`config.mk`:
```
export PLATFORM = sky130hd
export DESIGN_NAME = branch_resolve_unit
export DESIGN_NICKNAME = d
export VERILOG_FILES = /design/src/rtl/branch_pkg.sv /design/src/rtl/branch_target_calc.sv /design/src/rtl/branch_resolve_unit.sv
export SDC_FILE = /design/constraint.sdc
export NUM_CORES = 1
export LEC_CHECK = 0
export CORE_MARGIN = 2
export CORE_UTILIZATION = 25
export CTS_BUF_LIST = sky130_fd_sc_hd__clkbuf_8 sky130_fd_sc_hd__clkbuf_16
export CTS_CLUSTER_DIAMETER = 50
export DETAILED_ROUTE_END_ITERATION = 10
export DONT_BUFFER_PORTS = 1
export PLACE_DENSITY = 0.44
export SYNTH_ARGS = -nofsm -noshare
export SYNTH_HDL_FRONTEND = slang
export SYNTH_HIERARCHICAL = 1
export SYNTH_SLANG_ARGS = --single-unit
```
`constraint.sdc`:
```
create_clock -name clk -period 5.8 [get_ports clk]
set_input_delay 1.45 -clock clk [delete_from_list [all_inputs] [get_ports clk]]
set_output_delay 1.45 -clock clk [all_outputs]
set_load 0.02 [all_outputs]
```
`src/rtl/branch_pkg.sv`:
```
// Shared definitions for the ID-stage branch resolve unit: control-transfer
// opcodes, resolver FSM encoding, default redirect PC and small opcode helpers.
package branch_pkg;

  localparam logic [2:0] BR_NONE = 3'd0;
  localparam logic [2:0] BR_BEQ  = 3'd1;
  localparam logic [2:0] BR_BNE  = 3'd2;
  localparam logic [2:0] BR_J    = 3'd3;
  localparam logic [2:0] BR_JAL  = 3'd4;
  localparam logic [2:0] BR_JR   = 3'd5;

  localparam logic [31:0] BR_RESET_PC = 32'h0000_3000;

  typedef enum logic [1:0] {
    ST_IDLE  = 2'd0,
    ST_WAIT  = 2'd1,
    ST_ISSUE = 2'd2
  } br_state_e;

  // Codes 6/7 are not control transfers and behave like BR_NONE.
  function automatic logic br_is_ctl(input logic [2:0] op);
    return (op >= BR_BEQ) && (op <= BR_JR);
  endfunction

  // Conditional branches and JR depend on forwarded register values.
  function automatic logic br_needs_ops(input logic [2:0] op);
    return (op == BR_BEQ) || (op == BR_BNE) || (op == BR_JR);
  endfunction

endpackage

```
`src/rtl/branch_target_calc.sv`:
```
// Combinational taken/target evaluation for one control-transfer instruction.
// Branch offsets are word-scaled signed immediates; all sums wrap modulo 2^PC_W.
module branch_target_calc
  import branch_pkg::*;
#(
  parameter int PC_W = 32
) (
  input  logic [2:0]      br_op_i,
  input  logic [PC_W-1:0] pc_i,
  input  logic [15:0]     imm16_i,
  input  logic [25:0]     index_i,
  input  logic [31:0]     rs_val_i,
  input  logic            beq_zero_i,
  output logic            taken_o,
  output logic [PC_W-1:0] target_o
);

  logic signed [PC_W-1:0] offset;
  logic [PC_W-1:0]        seq_pc;
  logic [PC_W-1:0]        br_tgt;
  logic [PC_W-1:0]        j_tgt;

  // Compute every candidate target, then pick by opcode.
  always_comb begin
    offset   = signed'({{(PC_W-18){imm16_i[15]}}, imm16_i, 2'b00});
    seq_pc   = pc_i + PC_W'(4);
    br_tgt   = seq_pc + $unsigned(offset);
    j_tgt    = {pc_i[PC_W-1:28], index_i, 2'b00};
    taken_o  = 1'b0;
    target_o = seq_pc;
    case (br_op_i)
      BR_BEQ: begin
        taken_o  = beq_zero_i;
        target_o = br_tgt;
      end
      BR_BNE: begin
        taken_o  = !beq_zero_i;
        target_o = br_tgt;
      end
      BR_J, BR_JAL: begin
        taken_o  = 1'b1;
        target_o = j_tgt;
      end
      BR_JR: begin
        taken_o  = 1'b1;
        target_o = rs_val_i[PC_W-1:0];
      end
      default: begin
        taken_o  = 1'b0;
        target_o = seq_pc;
      end
    endcase
  end

endmodule

```
`src/rtl/branch_resolve_unit.sv`:
```
// ID-stage branch/jump resolver. Holds a control-transfer instruction until its
// operands are forwarded, then emits a one-cycle registered redirect to IF.
// The delay slot is architectural and never flushed.
// Optional build macro BRANCH_STATS_EN adds taken/not-taken/wait-cycle counters.
module branch_resolve_unit
  import branch_pkg::*;
#(
  parameter int              PC_W     = 32,
  parameter logic [PC_W-1:0] RESET_PC = PC_W'(BR_RESET_PC),
  parameter int              MAX_WAIT = 4
) (
  input  logic            clk,
  input  logic            reset,
  input  logic            id_valid,
  input  logic [2:0]      br_op,
  input  logic [PC_W-1:0] pc_id,
  input  logic [15:0]     imm16,
  input  logic [25:0]     instr_index,
  input  logic [31:0]     rs_val,
  input  logic            operands_rdy,
  input  logic            beq_zero,
  output logic            stall_req,
  output logic            redirect_valid,
  output logic [PC_W-1:0] redirect_pc,
  output logic            link_we,
  output logic            stall_err
`ifdef BRANCH_STATS_EN
  ,
  output logic [31:0]     stat_taken,
  output logic [31:0]     stat_not_taken,
  output logic [31:0]     stat_wait_cycles
`endif
);

  localparam int CNT_W = (MAX_WAIT < 2) ? 1 : $clog2(MAX_WAIT + 1);

  // Wait counter saturates at MAX_WAIT so a long stall cannot wrap it.
  function automatic logic [CNT_W-1:0] sat_inc(input logic [CNT_W-1:0] c);
    if (c >= CNT_W'(MAX_WAIT)) return c;
    return c + CNT_W'(1);
  endfunction

  br_state_e       state_q;
  logic [CNT_W-1:0] wait_cnt_q;
  logic            stall_err_q;
  logic            redirect_valid_q;
  logic            link_we_q;
  logic [PC_W-1:0] redirect_pc_q;

  // Fields of the instruction parked in WAIT (ID inputs are ignored there).
  logic [2:0]      op_q;
  logic [PC_W-1:0] pc_q;
  logic [15:0]     imm_q;
  logic [25:0]     idx_q;

  logic            live_ctl;
  logic            live_hold;
  logic            resolve_w;
  logic            stall_w;
  logic [2:0]      calc_op;
  logic [PC_W-1:0] calc_pc;
  logic [15:0]     calc_imm;
  logic [25:0]     calc_idx;
  logic            taken_w;
  logic [PC_W-1:0] target_w;
  logic [CNT_W-1:0] wait_inc;

  // Select live or parked fields, decide resolve and the combinational stall.
  // Stall follows "branch in ID cannot resolve this cycle", so it drops in the
  // same cycle operands_rdy rises and the delay slot advances with the branch.
  always_comb begin
    live_ctl  = id_valid && br_is_ctl(br_op);
    live_hold = live_ctl && br_needs_ops(br_op) && !operands_rdy;
    calc_op   = br_op;
    calc_pc   = pc_id;
    calc_imm  = imm16;
    calc_idx  = instr_index;
    resolve_w = 1'b0;
    stall_w   = 1'b0;
    case (state_q)
      ST_IDLE: begin
        resolve_w = live_ctl && !live_hold;
        stall_w   = live_hold;
      end
      ST_WAIT: begin
        calc_op   = op_q;
        calc_pc   = pc_q;
        calc_imm  = imm_q;
        calc_idx  = idx_q;
        resolve_w = operands_rdy;
        stall_w   = !operands_rdy;
      end
      default: begin
        resolve_w = 1'b0;
        stall_w   = 1'b0;
      end
    endcase
    if (reset) stall_w = 1'b0;
    wait_inc = sat_inc(wait_cnt_q);
  end

  branch_target_calc #(
    .PC_W (PC_W)
  ) u_target (
    .br_op_i    (calc_op),
    .pc_i       (calc_pc),
    .imm16_i    (calc_imm),
    .index_i    (calc_idx),
    .rs_val_i   (rs_val),
    .beq_zero_i (beq_zero),
    .taken_o    (taken_w),
    .target_o   (target_w)
  );

  // Park the ID fields while idle so WAIT resolves the original instruction.
  always_ff @(posedge clk) begin
    if (state_q == ST_IDLE) begin
      op_q  <= br_op;
      pc_q  <= pc_id;
      imm_q <= imm16;
      idx_q <= instr_index;
    end
  end

  // Resolver FSM with its registered redirect/link outputs and wait watchdog.
  always_ff @(posedge clk or posedge reset) begin
    if (reset) begin
      state_q          <= ST_IDLE;
      wait_cnt_q       <= '0;
      stall_err_q      <= 1'b0;
      redirect_valid_q <= 1'b0;
      link_we_q        <= 1'b0;
      redirect_pc_q    <= RESET_PC;
    end else begin
      redirect_valid_q <= resolve_w && taken_w;
      link_we_q        <= resolve_w && (calc_op == BR_JAL);
      if (resolve_w) redirect_pc_q <= target_w;
      case (state_q)
        ST_IDLE: begin
          if (live_hold) begin
            state_q    <= ST_WAIT;
            wait_cnt_q <= '0;
          end else if (resolve_w) begin
            state_q <= ST_ISSUE;
          end
        end
        ST_WAIT: begin
          if (resolve_w) begin
            state_q <= ST_ISSUE;
          end else begin
            wait_cnt_q <= wait_inc;
            if (wait_inc >= CNT_W'(MAX_WAIT)) stall_err_q <= 1'b1;
          end
        end
        ST_ISSUE: state_q <= ST_IDLE;
        default:  state_q <= ST_IDLE;
      endcase
    end
  end

`ifdef BRANCH_STATS_EN
  logic [31:0] stat_taken_q;
  logic [31:0] stat_not_taken_q;
  logic [31:0] stat_wait_q;

  // Event counters: one count per ISSUE outcome and per cycle spent in WAIT.
  always_ff @(posedge clk or posedge reset) begin
    if (reset) begin
      stat_taken_q     <= '0;
      stat_not_taken_q <= '0;
      stat_wait_q      <= '0;
    end else begin
      if (state_q == ST_ISSUE) begin
        if (redirect_valid_q) stat_taken_q <= stat_taken_q + 32'd1;
        else                  stat_not_taken_q <= stat_not_taken_q + 32'd1;
      end
      if (state_q == ST_WAIT) stat_wait_q <= stat_wait_q + 32'd1;
    end
  end

  assign stat_taken       = stat_taken_q;
  assign stat_not_taken   = stat_not_taken_q;
  assign stat_wait_cycles = stat_wait_q;
`endif

  assign stall_req      = stall_w;
  assign redirect_valid = redirect_valid_q;
  assign redirect_pc    = redirect_pc_q;
  assign link_we        = link_we_q;
  assign stall_err      = stall_err_q;

endmodule

```
== Word level (Yosys, flattened, before mapping) ==
Cells that the tools add are included.

* Add/subtract/negate cells: 3
* $lt $le $gt $ge: 4
* Equal/unequal tests: 11
* Muxes and demuxes: 18
* Bitwise gates (word level): 1
* Reductions and logical operators: 19

{| class="wikitable"
|+ Operators with widths
! operator !! count
|-
| $pmux 32 s3 || 1
|-
| $add 32x3->32 const B || 1
|-
| $add 32x32->32 || 1
|-
| $mux 32 || 1
|-
| $mux 26 || 1
|-
| $mux 16 || 1
|-
| $mux 3 || 5
|-
| $eq 3x2->1 const B || 3
|-
| $eq 3x3->1 const B || 3
|-
| $logic_and 1x1->1 || 7
|-
| $eq 3x1->1 const B || 2
|-
| $ge 3x3->1 const B || 2
|-
| $pmux 3 s2 || 1
|-
| $reduce_and 3->1 || 2
|-
| $mux 2 || 2
|-
| $ne 2x2->1 const B || 2
|-
| $pmux 1 s2 || 2
|-
| $pmux 2 s2 || 1
|-
| $reduce_or 2->1 || 2
|-
| $add 3x1->3 const B || 1
|-
| $ge 3x1->1 const B || 1
|-
| $le 3x3->1 const B || 1
|-
| $logic_not 1->1 || 3
|-
| $pmux 1 s3 || 1
|-
| other kinds (7) || 9
|}

* Flip-flop bits (word level): 117
* Input bits: 114
* Output and inout port bits: 36
* Word-level logic and storage cells: 66

== Depth between registers and ports, before layout ==
Gate-level depths: netlist of run 1.

* Depth in word-level cells: 11
* Depth in mapped cells: 24
* Gate-level depth less buffers: 20

== Hierarchy ==
The synthesis of run 1 kept the hierarchy.

{| class="wikitable"
|+ By module, submodules not included
! module !! instances !! cells each !! area each (um^2)
|-
| branch_resolve_unit || 1 || 435 || 4981.0
|-
| branch_target_calc || 1 || 531 || 3648.5
|}

== Worst setup path before layout of run 1 ==
OpenSTA, ideal clock, no wires.

* Path type: flip-flop to output port
* Start: register state_q[1]
* End: output port stall_req
* Data arrival time: 4625 ps
* Required time: 4350 ps
* Path slack: -275 ps
* Stages on the path, launching flop included: 5
* Buffers on the path: 0
* Cells stage by stage: dfrtp_1 nor2_1 nand4_2 o22ai_1 and2_1

* Word-level cells in the longest chain between the ends: 3
* Elaborated cells between the ends (all ways): 4

{| class="wikitable"
|+ RTL lines
! what !! line !! text
|-
| from (decl) || branch_resolve_unit.sv:43 || <nowiki>br_state_e state_q;</nowiki>
|-
| from (signal assigned) || branch_resolve_unit.sv:128 || <nowiki>state_q <= ST_IDLE;</nowiki>
|-
| from (signal assigned) || branch_resolve_unit.sv:141 || <nowiki>state_q <= ST_WAIT;</nowiki>
|-
| from (signal assigned) || branch_resolve_unit.sv:144 || <nowiki>state_q <= ST_ISSUE;</nowiki>
|-
| $eq 2x1->1 or $logic_not 2->1 (tied branches) || branch_resolve_unit.sv:80 || <nowiki>case (state_q)</nowiki>
|-
| $pmux 1 s2 * || branch_resolve_unit.sv:80 ||
|-
| $mux 1 * || branch_resolve_unit.sv:98 || <nowiki>if (reset) stall_w = 1'b0;</nowiki>
|-
| to (decl) || branch_resolve_unit.sv:22 || <nowiki>output logic stall_req,</nowiki>
|}

Mark *: on every way between the ends. The rest lies on a longest branch, timed or not.

== Worst setup path in the final report of run 1 ==
* Start: register state_q[0]
* End: register redirect_pc_q[26], in the netlist redirect_pc[26]

* Word-level cells in the longest chain between the ends: 5
* Elaborated cells between the ends (all ways): 17

{| class="wikitable"
|+ RTL lines
! what !! line !! text
|-
| $eq 2x1->1 * || branch_resolve_unit.sv:80 ||
|-
| $mux 32 * || branch_resolve_unit.sv:80 ||
|-
| via calc_pc[2] || branch_resolve_unit.sv:61 || <nowiki>logic [PC_W-1:0] calc_pc;</nowiki>
|-
| $add 32x3->32 * || branch_target_calc.sv:26 || <nowiki>seq_pc = pc_i + PC_W'(4);</nowiki>
|-
| $add 32x32->32 || branch_target_calc.sv:27 || <nowiki>br_tgt = seq_pc + $unsigned(offset);</nowiki>
|-
| $pmux 32 s3 * || branch_target_calc.sv:31 || <nowiki>case (br_op_i)</nowiki>
|-
| via target_w[26] || branch_resolve_unit.sv:65 || <nowiki>logic [PC_W-1:0] target_w;</nowiki>
|-
| to (signal assigned) || branch_resolve_unit.sv:137 || <nowiki>if (resolve_w) redirect_pc_q <= target_w;</nowiki>
|-
| to (decl) || branch_resolve_unit.sv:48 || <nowiki>logic [PC_W-1:0] redirect_pc_q;</nowiki>
|}

The timed path passes the listed nets; every way through them passes the cells marked *.
A chain may end at the register's enable or synchronous reset.

==> results.cfg, run 1 <==
[synthesis]
synth-main-ff-cell = edfxtp_1
syn_inst = 966
ys.warnings.count = 6
syn_nets = 1118
syn_area_mm2 = 0.008630
ys_seq_elements = 117
synth-edff-count = 77
synth.yosys.seq_area_share_pct = 38.42
synth_cell_types = 79
synthArstFlopShare_pct = 34.19
avgSynthCellArea_um2 = 8.933

[die]
row_count = 68
io_pins = 150
initial_core_util_pct = 25.17
die_w_um = 189.8
dieArea_mm2 = 0.03602
core_area_mm2 = 0.03429
die_height_um = 189.8

[clocking]
clk_latency_ns = 0.44
htree_num_levels = 4
clkTransAtPathRegs_ns = 0.07
clockRootBuffer = clkbuf_16
cts_tree = yes
hold_buffers = 0
postCtsSetupBuffers = 0
cts_buffers = 17
cts_sinks = 117
cts_resized = 0
cts.path.max_buffers = 2

[grt]
grt-ovfl-total = 0
antenna_found_initial = 0
track_usage_pct = 17.27
grt_pass1_vias = 6944
grt_max_degree = 62
grt_pass1_wl_um = 45750

[power_and_ir_drop]
ir_drop_v = 0.0001830
p_int_uw = 2198
p_per_area_mw_per_mm2 = 358.9
p_seq_share_pct = 39.6
switching_share_pct = 36.96
combPwrFrac_pct = 29.5
leakagePower_uw = 0.004098
power_uw = 3487
p_sw_uw = 1289
p_clk_share_pct = 30.8

[sta]
finalMaxSlewViolations = 0
fin_crit_ns = 5.283
relSlewSlack_pct = 35.24
finClkSkew_ns = 0.01791
finalHoldViolCount = 0
grt_setup_unrepaired = false
worst_pin_slew_ns = 0.9694
max_freq_mhz = 189.3
layout_setup_ws_ns = 0.5171
period_share_pct = 91.08
setup_tns_ns = 0
setup_violations = 0

[cells_and_area]
final_net_count = 1107
drive_above_1_share_pct = 13.43
utilization_pct = 28.34
final_common_cell = nand2_1
area_growth_syn_to_layout_pct = 12.61
n_antenna_cell = 0
layout_common_cells = 293 x nand2_1, 77 x edfxtp_1, 44 x a21oi_1, 43 x nor2_1

[route]
via_count = 7015
drtIter0Drc = 536
viasPerCell = 4.930
ant_nets = 0
wire_per_inst_um = 21.65
routed_wl_um = 30810
drc = 0
dr.pass1.iters = 6

[setup_path]
path_class = flip-flop to flip-flop
cp_cell_sequence = nor2b_4 -> nand2_1 -> nand2_1 -> ha_1 -> inv_1 -> nor3_1 -> buf_4 -> nand3_1 -> xnor2_1 -> ha_1 -> nand4_1 -> or3_1 -> o22ai_1 -> o21ai_0 -> o21ai_0 -> xor2_1 -> a221oi_1 -> nor2_1 -> mux2_2
cpMaxStageDelayCell = nor2b_4
rr_startpoint = state_q[0]$_DFF_PP0_
cp.required_ns = 6.11
start_kind = flip-flop
crit_start = state_q[0]$_DFF_PP0_
slowest_delay_ns = 0.82
end_kind = flip-flop
worstPathArrival_ns = 5.60
critPathMaxFanout = 38

[min_path]
hp-start = wait_cnt_q[2]$_DFFE_PP0P_
min_path_type = flip-flop to flip-flop

[job]
max_cap_violations = 0

[place]
dpl_worst_slack_ns = 0.4315
place_congestion = 0.8485
dpl.hpwl_um = 22890
port_buffers = 0

[outcome]
status = finished, final reports clean
metrics by stage:
stage	std cells	hold WS [ns]	instance area, µm²
2_1_floorplan	966	0.4802	8632
3_3_place_gp	1391	0.5052	9135
3_5_place_dp	1391	0.5122	9135
4_1_cts	1423	0.5297	9718
5_1_grt	1423	0.5641	9718
6_report	1423	0.5251	9718
sequential cells by signal, indices dropped and copies added, names as in the netlist:
name / flops
stall_err: 1
idx_q: 26
pc_q: 32
redirect_valid: 1
imm_q: 16
state_q: 2
link_we: 1
op_q: 3
wait_cnt_q: 3
redirect_pc: 32
routing by layer:
metal  GRT usage [%]  share of wire [%]  vias up  wire length [µm]
met5               0                  0        -                 0
met2           27.99                 46      196             14190
met3           5.848                7.9       33              2420
met4           5.933                2.5        0               756
met1           21.44                 44     3344             13450
li1                -                  -     3442                 -
worst max-delay path: cells and delay by family (launching register included):
family | cells | cell delay (ns)
buffers and inverters | 2 | 0.25
AND/OR/NAND/NOR | 8 | 2.13
adder cells (fa/ha/maj) | 2 | 0.72
flip-flops | 1 | 0.42
AO/OA/AOI/OAI | 4 | 1.05
XOR/XNOR | 2 | 0.29
multiplexers | 1 | 0.26
kinds of logic (layout without fill, tap and decap cells):
logic type	after synthesis	count (layout)	share of synthesized area (%)
AND/OR/NAND/NOR	439	439	22.65
AO/OA/AOI/OAI	195	195	16.02
flip-flops	117	117	38.42
buffers and inverters	70	72	3.755
XOR/XNOR	52	52	5.278
multiplexers	52	52	7.917
adder cells (fa/ha/maj)	41	41	5.959
path summary, 6_finish.rpt:
kind | slack (ns) | cells after the start | endpoint
max | 0.52 | 19 | redirect_pc[26]$_DFFE_PP0N_
min | 0.53 | 2 | wait_cnt_q[2]$_DFFE_PP0P_
max reg2reg | 0.52 | 19 | redirect_pc[26]$_DFFE_PP0N_
min reg2reg | 0.53 | 2 | wait_cnt_q[2]$_DFFE_PP0P_
max in group asynchronous | 4.20 | 2 | redirect_pc[10]$_DFFE_PP0N_
min in group asynchronous | 1.16 | 2 | redirect_pc[14]$_DFFE_PP0N_
synth_stat cells, types with 4 or more instances:
cell type	instances	area share (%)
nand2_1	294	13
edfxtp_1	77	27
a21oi_1	44	2.6
nor2_1	44	1.9
o21ai_0	39	2.3
dfrtp_1	38	11
ha_1	37	5.4
xnor2_1	32	3.2
clkbuf_1	28	1.2
mux2_4	27	4.7
a22o_1	22	2.2
nand3_1	21	1.2
xor2_1	20	2.0
inv_1	15	0.65
nand4_1	15	1.1
a222oi_1	13	1.5
a21o_1	12	1.0
buf_1	12	0.52
mux2_2	12	1.6
mux2i_1	12	1.4
nor3_1	10	0.58
a31oi_1	8	0.58
nand2b_1	7	0.51
buf_2	6	0.35
nor2b_1	6	0.44
a211oi_1	5	0.44
and4_1	5	0.51
nor3b_1	5	0.44
o211ai_1	5	0.44
o22ai_1	5	0.36
a221oi_1	4	0.41
a32o_1	4	0.46
and2_1	4	0.29
o21ai_1	4	0.23
power groups by stage:
stage | clock (µW) | combinational, µW | sequential (µW)
2_1_floorplan | 0 | 792 | 1340
3_3_place_gp | 0 | 1020 | 1400
3_5_place_dp | 0 | 1020 | 1400
4_1_cts | 1110 | 1030 | 1390
5_1_grt | 1140 | 1130 | 1410
6_report | 1080 | 1030 | 1380
area by class of cell:
cell class / count / area, µm²
Sequential cell: 117 / 3316
Tap cell: 455 / 569.3
Clock inverter: 11 / 91.34
Timing Repair Buffer: 23 / 172.7
Multi-Input combinational cell: 779 / 5014
Clock buffer: 21 / 491.7
Inverter: 17 / 63.81
Fill cell: 3651 / 24570
No activity file was read; power rests on OpenSTA's default activity.
==> inputs of run 2 (changes only) <==
--- a/config.mk
+++ b/config.mk
@@ -6,12 +6,12 @@
 export NUM_CORES = 1
 export LEC_CHECK = 0
 export CORE_MARGIN = 2
-export CORE_UTILIZATION = 25
+export CORE_UTILIZATION = 45
 export CTS_BUF_LIST = sky130_fd_sc_hd__clkbuf_8 sky130_fd_sc_hd__clkbuf_16
 export CTS_CLUSTER_DIAMETER = 50
 export DETAILED_ROUTE_END_ITERATION = 10
 export DONT_BUFFER_PORTS = 1
-export PLACE_DENSITY = 0.44
+export PLACE_DENSITY = 0.66
 export SYNTH_ARGS = -nofsm -noshare
 export SYNTH_HDL_FRONTEND = slang
 export SYNTH_HIERARCHICAL = 1
==> constraint.sdc (replaced) <==
create_clock -name clk -period 4.5 [get_ports clk]
set_input_delay 1.125 -clock clk [delete_from_list [all_inputs] [get_ports clk]]
set_output_delay 1.125 -clock clk [all_outputs]
set_load 0.02 [all_outputs]
==> results.cfg, run 2 (synthesized netlist as in run 1, its figures left out) <==
[outcome]
status = finished, final reports clean

[sta]
period_share_pct = 95.49
max_freq_mhz = 232.7
finalHoldViolCount = 0
layout_setup_ws_ns = 0.2030
finalMaxSlewViolations = 0
relSlewSlack_pct = 31.28
finClkSkew_ns = 0.01520
hold_slack_ns = 0.5272
setup_tns_ns = 0
worst_pin_slew_ns = 1.031
fin_crit_ns = 4.297
setup_violations = 0

[die]
row_count = 50
io_pins = 150
core_area_mm2 = 0.01877
die_w_um = 142.5
die_height_um = 142.5
initial_core_util_pct = 45.98
dieArea_mm2 = 0.02030

[cells_and_area]
drive_above_1_share_pct = 23.66
layout_common_cells = 293 x nand2_1, 136 x buf_4, 77 x edfxtp_1, 44 x a21oi_1, 43 x nor2_1
area_growth_syn_to_layout_pct = 21.30
stdcell_count = 1322
final_net_count = 1225
final_common_cell = nand2_1

[place]
dpl_worst_slack_ns = -0.2649
port_buffers = 0
dpl.hpwl_um = 20470
place_congestion = 0.9494
dp.cells = 1282

[route]
viasPerCell = 5.821
dr.pass1.iters = 5
ant_nets = 0
wire_per_inst_um = 21.00
routed_wl_um = 27760
via_count = 7695
drtIter0Drc = 680
drc = 0

[clocking]
cts_buffers = 17
clockRootBuffer = clkbuf_16
cts_sinks = 117
hold_buffers = 0
cts_tree = yes
clk_latency_ns = 0.43
htree_num_levels = 4
clkTransAtPathRegs_ns = 0.06
cts.path.max_buffers = 2

[grt]
grt_max_degree = 78
grt-ovfl-total = 0
antenna_found_initial = 2
grt_pass1_vias = 7548
grt_pass1_wl_um = 41410
track_usage_pct = 26.94

[power_and_ir_drop]
power_uw = 4680
p_seq_share_pct = 38.0
p_int_uw = 3011
p_clk_share_pct = 29.4
p_sw_uw = 1669
p_per_area_mw_per_mm2 = 447.1
switching_share_pct = 35.67
combPwrFrac_pct = 32.6
leakagePower_uw = 0.004720
ir_drop_v = 0.0002773

[job]
max_cap_violations = 0

[setup_path]
path_class = flip-flop to flip-flop
end_kind = flip-flop
critPathMaxFanout = 11
cp.required_ns = 4.86
worstPathArrival_ns = 4.65
start_kind = flip-flop

[min_path]
min_path_type = flip-flop to flip-flop
-- run 2: cell count changes in the layout (fill, tap and decap cells not counted), sizes merged --
cell	before	now
bufinv	1	2
clkinv	4	3
clkinvlp	1	2
diode	0	2
clkbuf	21	20
inv	22	23
buf	23	140
-- run 2: worst max-delay path: stages (launching register included) --
cell,delay [ns]
dfrtp_1,0.44
nand2b_2,0.23
buf_12,0.15
nand2_1,0.05
nand2_1,0.10
nand4_1,0.19
buf_4,0.20
nor3_4,0.19
buf_4,0.16
nand2_1,0.06
xnor2_1,0.23
ha_1,0.31
a21o_1,0.19
a21o_1,0.18
a21oi_1,0.22
o211ai_1,0.14
nand3_1,0.14
a21oi_1,0.14
a21oi_1,0.20
mux2_2,0.36
o221ai_1,0.17
mux2_2,0.19
-- run 2: path summary, 6_finish.rpt --
path	from	to	slack (ns)	cells after the start
max	state_q[1]$_DFF_PP0_	redirect_pc[28]$_DFFE_PP0N_	0.20	21
min	wait_cnt_q[2]$_DFFE_PP0P_	wait_cnt_q[2]$_DFFE_PP0P_	0.53	2
max reg2reg	state_q[1]$_DFF_PP0_	redirect_pc[28]$_DFFE_PP0N_	0.20	21
min reg2reg	wait_cnt_q[2]$_DFFE_PP0P_	wait_cnt_q[2]$_DFFE_PP0P_	0.53	2
max in group asynchronous	reset	redirect_pc[7]$_DFFE_PP0N_	3.31	2
min in group asynchronous	reset	redirect_pc[30]$_DFFE_PP0N_	0.79	2
-- run 2: area by class of cell --
type / instances / area [µm²]
multi-input cells: 779 / 5080
well taps: 234 / 292.8
repair buffers: 141 / 1117
inverters: 17 / 63.81
clock inverters: 13 / 128.9
clock buffers: 19 / 464.2
fillers: 1666 / 8300
flip-flops and latches: 117 / 3316
diodes: 2 / 5.005
-- run 2: power groups by stage --
| stage | Clock, µW | Combinational (µW) | Sequential [µW] |
|---|---|---|---|
| 5_1_grt | 1450 | 1650 | 1810 |
| 6_report | 1380 | 1520 | 1780 |
| 2_1_floorplan | 0 | 1020 | 1730 |
| 3_3_place_gp | 0 | 1460 | 1790 |
| 4_1_cts | 1400 | 1490 | 1780 |
| 3_5_place_dp | 0 | 1480 | 1800 |
-- run 2: repair_timing --
item / in CTS / in global routing
setup endpoints to repair: 1 / 6
gates resized for setup: 1 / 14
pin swaps: 0 / 6
buffers inserted: 0 / 5
cloned: 0 / 1
endpoints found under the hold margin: 0 / 0
-- run 2: stage by stage --
step,cell area (µm²),util (%)
finish,10470,55.77
global placement,9734,51.87
global route,10460,55.75
floorplan,8632,-
detailed placement,9734,51.87
CTS,10330,55.07
-- run 2: layer usage --
layer | share of wire (%) | vias to the layer above | track usage [%]
li1 | - | 3685 | -
met1 | 41 | 3590 | 33.35
met2 | 46 | 350 | 42.16
met3 | 9.2 | 70 | 8.580
met4 | 4.4 | 0 | 13.97
met5 | 0 | - | 0
